$ cat config.mk
export PLATFORM = sky130hd
export DESIGN_NAME = interleave_settle_monitor
export DESIGN_NICKNAME = d
export VERILOG_FILES = /design/src/rtl/interleave_settle_monitor.sv
export SDC_FILE = /design/constraint.sdc
export NUM_CORES = 1
export LEC_CHECK = 0
export CAP_MARGIN = 5
export CORE_ASPECT_RATIO = 0.9
export CORE_MARGIN = 8
export CORE_UTILIZATION = 44
export DETAILED_ROUTE_END_ITERATION = 8
export HOLD_SLACK_MARGIN = 0.05
export PLACE_DENSITY = 0.82
export RECOVER_POWER = 25
export SYNTH_ARGS = -nofsm -noshare
export SYNTH_HDL_FRONTEND = slang
export SYNTH_SLANG_ARGS = --single-unit
$ cat constraint.sdc
create_clock -name clk -period 3.5 [get_ports clk]
set_input_delay 0.35 -clock clk [delete_from_list [all_inputs] [get_ports clk]]
set_output_delay 0.35 -clock clk [all_outputs]
set_load 0.01 [all_outputs]
$ cat src/rtl/interleave_settle_monitor.sv
// interleave_settle_monitor
// Drives a registered stimulus into CHANNELS propagation paths built around
// this block. It then counts how many cycles each path takes to settle to its
// expected value and reports the result for each channel.
//
// Optional build macro: INTERLEAVE_SETTLE_XZ_CHECK_EN
//   When defined, matching uses case equality and channels holding X/Z bits
//   are reported in xz_mask. When undefined, xz_mask is tied to 0.
//
// Ports:
//   clk           clock, rising edge
//   rst_n         asynchronous active-low reset
//   start         request a run (accepted only in IDLE)
//   stim          stimulus value, sampled when start is accepted
//   mode          per-channel expectation: 0 = copy, 1 = increment
//   chan_val      observed path outputs, channel k at [k*WIDTH +: WIDTH]
//   drv           registered stimulus driven into all paths
//   busy          high while a run is in SETTLE or REPORT
//   done          one-cycle pulse while in REPORT
//   pass          every channel matched in the last run
//   mismatch_mask bit k set if channel k never matched
//   xz_mask       bit k set if channel k held X/Z at the end of the run
//   settle_max    largest first-match cycle index across matched channels
module interleave_settle_monitor #(
  parameter int unsigned WIDTH         = 4,
  parameter int unsigned CHANNELS      = 4,
  parameter int unsigned SETTLE_CYCLES = 8
) (
  input  logic                                 clk,
  input  logic                                 rst_n,
  input  logic                                 start,
  input  logic [WIDTH-1:0]                     stim,
  input  logic [CHANNELS-1:0]                  mode,
  input  logic [CHANNELS*WIDTH-1:0]            chan_val,
  output logic [WIDTH-1:0]                     drv,
  output logic                                 busy,
  output logic                                 done,
  output logic                                 pass,
  output logic [CHANNELS-1:0]                  mismatch_mask,
  output logic [CHANNELS-1:0]                  xz_mask,
  output logic [$clog2(SETTLE_CYCLES+1)-1:0]   settle_max
);

  localparam int unsigned SMW = $clog2(SETTLE_CYCLES + 1);
  localparam logic [SMW-1:0] LAST_CNT = SMW'(SETTLE_CYCLES - 1);

  typedef enum logic [1:0] {S_IDLE, S_SETTLE, S_REPORT} state_t;

  state_t              state, state_d;
  logic [SMW-1:0]      cnt, cnt_d;
  logic [CHANNELS-1:0] mode_q, mode_d;
  logic [CHANNELS-1:0] matched, matched_d;
  logic [WIDTH-1:0]    drv_d;
  logic                busy_d, done_d, pass_d;
  logic [CHANNELS-1:0] mismatch_d, xz_d;
  logic [SMW-1:0]      settle_max_d;

  logic [CHANNELS-1:0] hit;     // unmatched channel matching this cycle
  logic [CHANNELS-1:0] xz_now;  // channel currently carries X/Z bits

  // Per-channel expected value and first-match detection; drv doubles as
  // the captured stimulus since it only changes on an accepted start.
  for (genvar k = 0; k < CHANNELS; k++) begin : g_chan
    logic [WIDTH-1:0] chan_k;
    logic [WIDTH-1:0] exp_k;
    logic             hit_k;

    assign chan_k = chan_val[k*WIDTH +: WIDTH];
    assign exp_k  = mode_q[k] ? WIDTH'(drv + WIDTH'(1)) : drv;

    always_comb begin
      hit_k = 1'b0;
`ifdef INTERLEAVE_SETTLE_XZ_CHECK_EN
      if (!matched[k] && (chan_k === exp_k)) hit_k = 1'b1;
`else
      // An X/Z-resolved compare takes the false branch, so it is no match.
      if (!matched[k] && (chan_k == exp_k)) hit_k = 1'b1;
`endif
    end

    assign hit[k] = hit_k;
`ifdef INTERLEAVE_SETTLE_XZ_CHECK_EN
    assign xz_now[k] = $isunknown(chan_k);
`else
    assign xz_now[k] = 1'b0;
`endif
  end

  // Next-state and next-register values
  always_comb begin
    state_d      = state;
    cnt_d        = cnt;
    mode_d       = mode_q;
    matched_d    = matched;
    drv_d        = drv;
    busy_d       = busy;
    done_d       = 1'b0;
    pass_d       = pass;
    mismatch_d   = mismatch_mask;
    xz_d         = xz_mask;
    settle_max_d = settle_max;

    unique case (state)
      S_IDLE: begin
        if (start) begin
          state_d      = S_SETTLE;
          drv_d        = stim;
          mode_d       = mode;
          matched_d    = '0;
          settle_max_d = '0;
          cnt_d        = '0;
          pass_d       = 1'b0;
          mismatch_d   = '0;
          xz_d         = '0;
          busy_d       = 1'b1;
        end
      end
      S_SETTLE: begin
        matched_d = matched | hit;
        if ((|hit) && (cnt > settle_max)) settle_max_d = cnt;
        if ((&(matched | hit)) || (cnt == LAST_CNT)) begin
          state_d = S_REPORT;
          done_d  = 1'b1;
        end else begin
          cnt_d = SMW'(cnt + SMW'(1));
        end
      end
      S_REPORT: begin
        pass_d     = (&matched) && !(|xz_now);
        mismatch_d = ~matched;
        xz_d       = xz_now;
        busy_d     = 1'b0;
        state_d    = S_IDLE;
      end
      default: state_d = S_IDLE;
    endcase
  end

  // State and result registers
  always_ff @(posedge clk or negedge rst_n) begin
    if (!rst_n) begin
      state         <= S_IDLE;
      cnt           <= '0;
      mode_q        <= '0;
      matched       <= '0;
      drv           <= '0;
      busy          <= 1'b0;
      done          <= 1'b0;
      pass          <= 1'b0;
      mismatch_mask <= '0;
      xz_mask       <= '0;
      settle_max    <= '0;
    end else begin
      state         <= state_d;
      cnt           <= cnt_d;
      mode_q        <= mode_d;
      matched       <= matched_d;
      drv           <= drv_d;
      busy          <= busy_d;
      done          <= done_d;
      pass          <= pass_d;
      mismatch_mask <= mismatch_d;
      xz_mask       <= xz_d;
      settle_max    <= settle_max_d;
    end
  end

endmodule

==> impl_metrics.tcl <==
set metrics [dict create \
    slowest_delay_ns 0.61 \
    firstDrtPassIters 4 \
    hold_viol 0 \
    ant_nets 0 \
    dp.cells 285 \
    multiInputGateArea_um2 987 \
    ys_warn_count 0 \
    grt.total_usage 0.138 \
    min_from "mismatch_mask[0]" \
    numCtsBuffers 5 \
    die_h_um 76.6 \
    syn_inst 202 \
    nets 277 \
    crit_chain "ha_1 > or3b_1 > a21o_1 > a211o_1 > a222oi_1 > a21o_2 > mux2i_1" \
    drc 0 \
    ys_seq_area_frac 0.404 \
    grt_pass1_wl_um 7350 \
    ctsHoldBuffers 0 \
    clk_pin_slew_worst_paths_ns 0.06 \
    cts.sinks 29 \
    irDropWorstVdd_mv 0.244 \
    antenna_cells 0 \
    synth_compound_area_frac 0.138 \
    cp.required_ns 3.71 \
    clock_latency_ns 0.28 \
    cp.arrival_ns 3.27 \
    p_leak_nw 1.01 \
    finalSetupViolations 0 \
    slowest_stage "a222oi_1" \
    relSlewSlack -0.00799 \
    antenna_found_initial 0 \
    drtIter0Drc 151 \
    end_kind "register" \
    synth_fa_ha_area_frac 0.0418 \
    cts_tree "built" \
    routed_wl_um 4220 \
    cpLargestDelayFamily "compound AO/OA/AOI/OAI gates" \
    synthXorXnorAreaFrac 0.127 \
    synthMuxAreaShare 0.0334 \
    post_cts_buffers 0 \
    grt-ovfl-total 0 \
    min_period_ns 3.06 \
    via_count 1559 \
    hp-class "register to register" \
    layout-drive-gt1-share 0.0449 \
    register_area_um2 726 \
    synth-simple-area-share 0.201 \
    place.gp.congestion 0.809 \
    syn_area_um2 1800 \
    grt_start_max_net_pins 30 \
    outcome "finished with violations" \
    min_period_over_period 0.875 \
    initial_core_util 0.450 \
    io_pins 46 \
    p_total_mw 1.89 \
    synth-seq-cells 29 \
    clockBufferDepth 2 \
    cp_max_fo 12 \
    tns_ns 0 \
    die_w_um 83.4 \
    nFillCells 358 \
    slew_viol_final 30 \
    core_area_um2 3990 \
    critPathKind "register to register" \
    crit_path_start_kind "register" \
    dieArea_um2 6390 \
    ctsRootBufferMaster "clkbuf_8" \
    holdWs_ns 0.478 \
    fin_skew_ns 0.00185 \
    reg2reg_from "drv[1]" \
    dp_hpwl_um 3210 \
    cts_resized 0 \
    synth.avg_cell_area_um2 8.89 \
    synth_top_family_by_area "simple AND/OR/NAND/NOR gates" \
    rsz0062_at_grt "false" \
    wire_per_inst_um 14.4 \
    io_buffers 41 \
    violations "max-capacitance violations, max-slew violations" \
    viasPerCell 5.32 \
    final_cells 293 \
    area_growth_pct 28.6 \
    tightestPinTransition_ns 1.51 \
    cp_num_buf_inv 0 \
    power_per_cell_area_nw_per_um2 820 \
    h-tree-depth 2 \
    critPathLaunch "drv[1]" \
    grt_pass1_vias 1599 \
    rows 22 \
    ys_types 36 \
    maxCapViolations 1 \
    fmax_ghz 0.327 \
]
## cells in the mapped netlist
cell type / number / area share
nand2_1: 49 / 0.10
xor2_1: 14 / 0.068
mux2i_1: 6 / 0.033
a31oi_1: 1 / 0.0035
o22ai_1: 1 / 0.0035
or4_1: 1 / 0.0042
o211a_1: 1 / 0.0056
a21o_1: 1 / 0.0042
a21o_2: 2 / 0.0098
o21ai_0: 8 / 0.022
a222oi_1: 1 / 0.0056
ha_1: 6 / 0.042
or3_1: 3 / 0.010
o21a_1: 2 / 0.0084
buf_2: 4 / 0.011
a21oi_1: 9 / 0.025
conb_1: 1 / 0.0021
o2111a_1: 1 / 0.0063
nor3_1: 1 / 0.0028
nor2_1: 2 / 0.0042
nand3_1: 5 / 0.014
xnor2_1: 12 / 0.058
and3b_2: 1 / 0.0056
a211o_1: 4 / 0.019
clkbuf_1: 3 / 0.0063
and3_1: 1 / 0.0035
o311ai_1: 1 / 0.0049
nand3b_1: 1 / 0.0042
nand2b_1: 4 / 0.014
a2111oi_0: 4 / 0.019
buf_4: 4 / 0.017
nor2b_1: 1 / 0.0035
or3b_1: 1 / 0.0049
inv_1: 9 / 0.019
dfrtp_1: 29 / 0.40
nand4_1: 8 / 0.028
## layer usage
metal | vias up | share of wire | track usage
li1 | 773 | - | -
met1 | 738 | 0.45 | 0.165
met2 | 39 | 0.49 | 0.221
met3 | 9 | 0.044 | 0.0353
met4 | 0 | 0.021 | 0.0719
met5 | - | 0 | 0
## worst register-to-register path: cells and delay by family (launching register included)
| kind | cells | cell delay, ns |
|---|---|---|
| simple gates | 1 | 0.41 |
| fa+ha+maj | 1 | 0.39 |
| compound gates | 4 | 1.40 |
| flops | 1 | 0.60 |
| mux | 1 | 0.18 |
## cells by family after synthesis
| kind of cell | Yosys count |
|---|---|
| AO/OA/AOI/OAI | 36 |
| XOR/XNOR | 26 |
| adder cells (fa/ha/maj) | 6 |
| buffers and inverters | 20 |
| flip-flops | 29 |
| multiplexers | 6 |
| other | 1 |
| AND/OR/NAND/NOR | 78 |
## where the power goes
group / internal, mW / leakage (nW) / total [mW] / switching [mW]
Clock: 0.137 / 0.0450 / 0.262 / 0.124
Sequential: 0.471 / 0.372 / 0.654 / 0.182
Combinational: 0.480 / 0.593 / 0.979 / 0.499
## worst paths after layout
| path | slack (ns) | cells past startpoint | to |
|---|---|---|---|
| worst max-delay path | 0.44 | 7 | cnt[1] |
| worst min-delay path | 0.48 | 2 | mismatch_mask[0] |
| worst max register to register | 0.44 | 7 | cnt[1] |
| worst min register to register | 0.48 | 2 | mismatch_mask[0] |
| max in group asynchronous | 1.65 | 2 | drv[0] |
| min in group asynchronous | 0.97 | 2 | mismatch_mask[2] |
## cell type report
| cell class | count | share of cell area |
|---|---|---|
| clock inverters | 2 | 0.00433 |
| clock buffers | 6 | 0.0314 |
| flip-flops and latches | 29 | 0.314 |
| inverters | 9 | 0.0146 |
| well taps | 48 | 0.0260 |
| repair buffers | 43 | 0.182 |
| multi-input cells | 156 | 0.427 |
## placed cells by master (no fill, tap or decap), types with 4 or more instances in the layout
master and n:
nand2_1 49, clkdlybuf4s50_1 40, dfrtp_1 29, xor2_1 14, xnor2_1 12, inv_1 9, a21oi_1 9, nand4_1 8
o21ai_0 8, mux2i_1 6, ha_1 6, nand3_1 5, clkbuf_8 5, a211o_1 4, nand2b_1 4, a2111oi_0 4
conb_1 4
## per-stage QoR
step           cell area (um^2)  setup WS (ns)  utilization
2_1_floorplan              1810          0.835            -
3_3_place_gp               2230          0.584        0.559
3_5_place_dp               2230          0.495        0.559
4_1_cts                    2310          0.468        0.580
5_1_grt                    2310          0.208        0.579
6_report                   2310          0.437        0.579
## state kept, by name, summed over array words and instances (netlist names)
name	count
busy	1
cnt	4
done	1
drv	4
matched	4
mismatch_mask	4
mode_q	4
pass	1
settle_max	4
state	2
(Power assumes the default switching activity.)
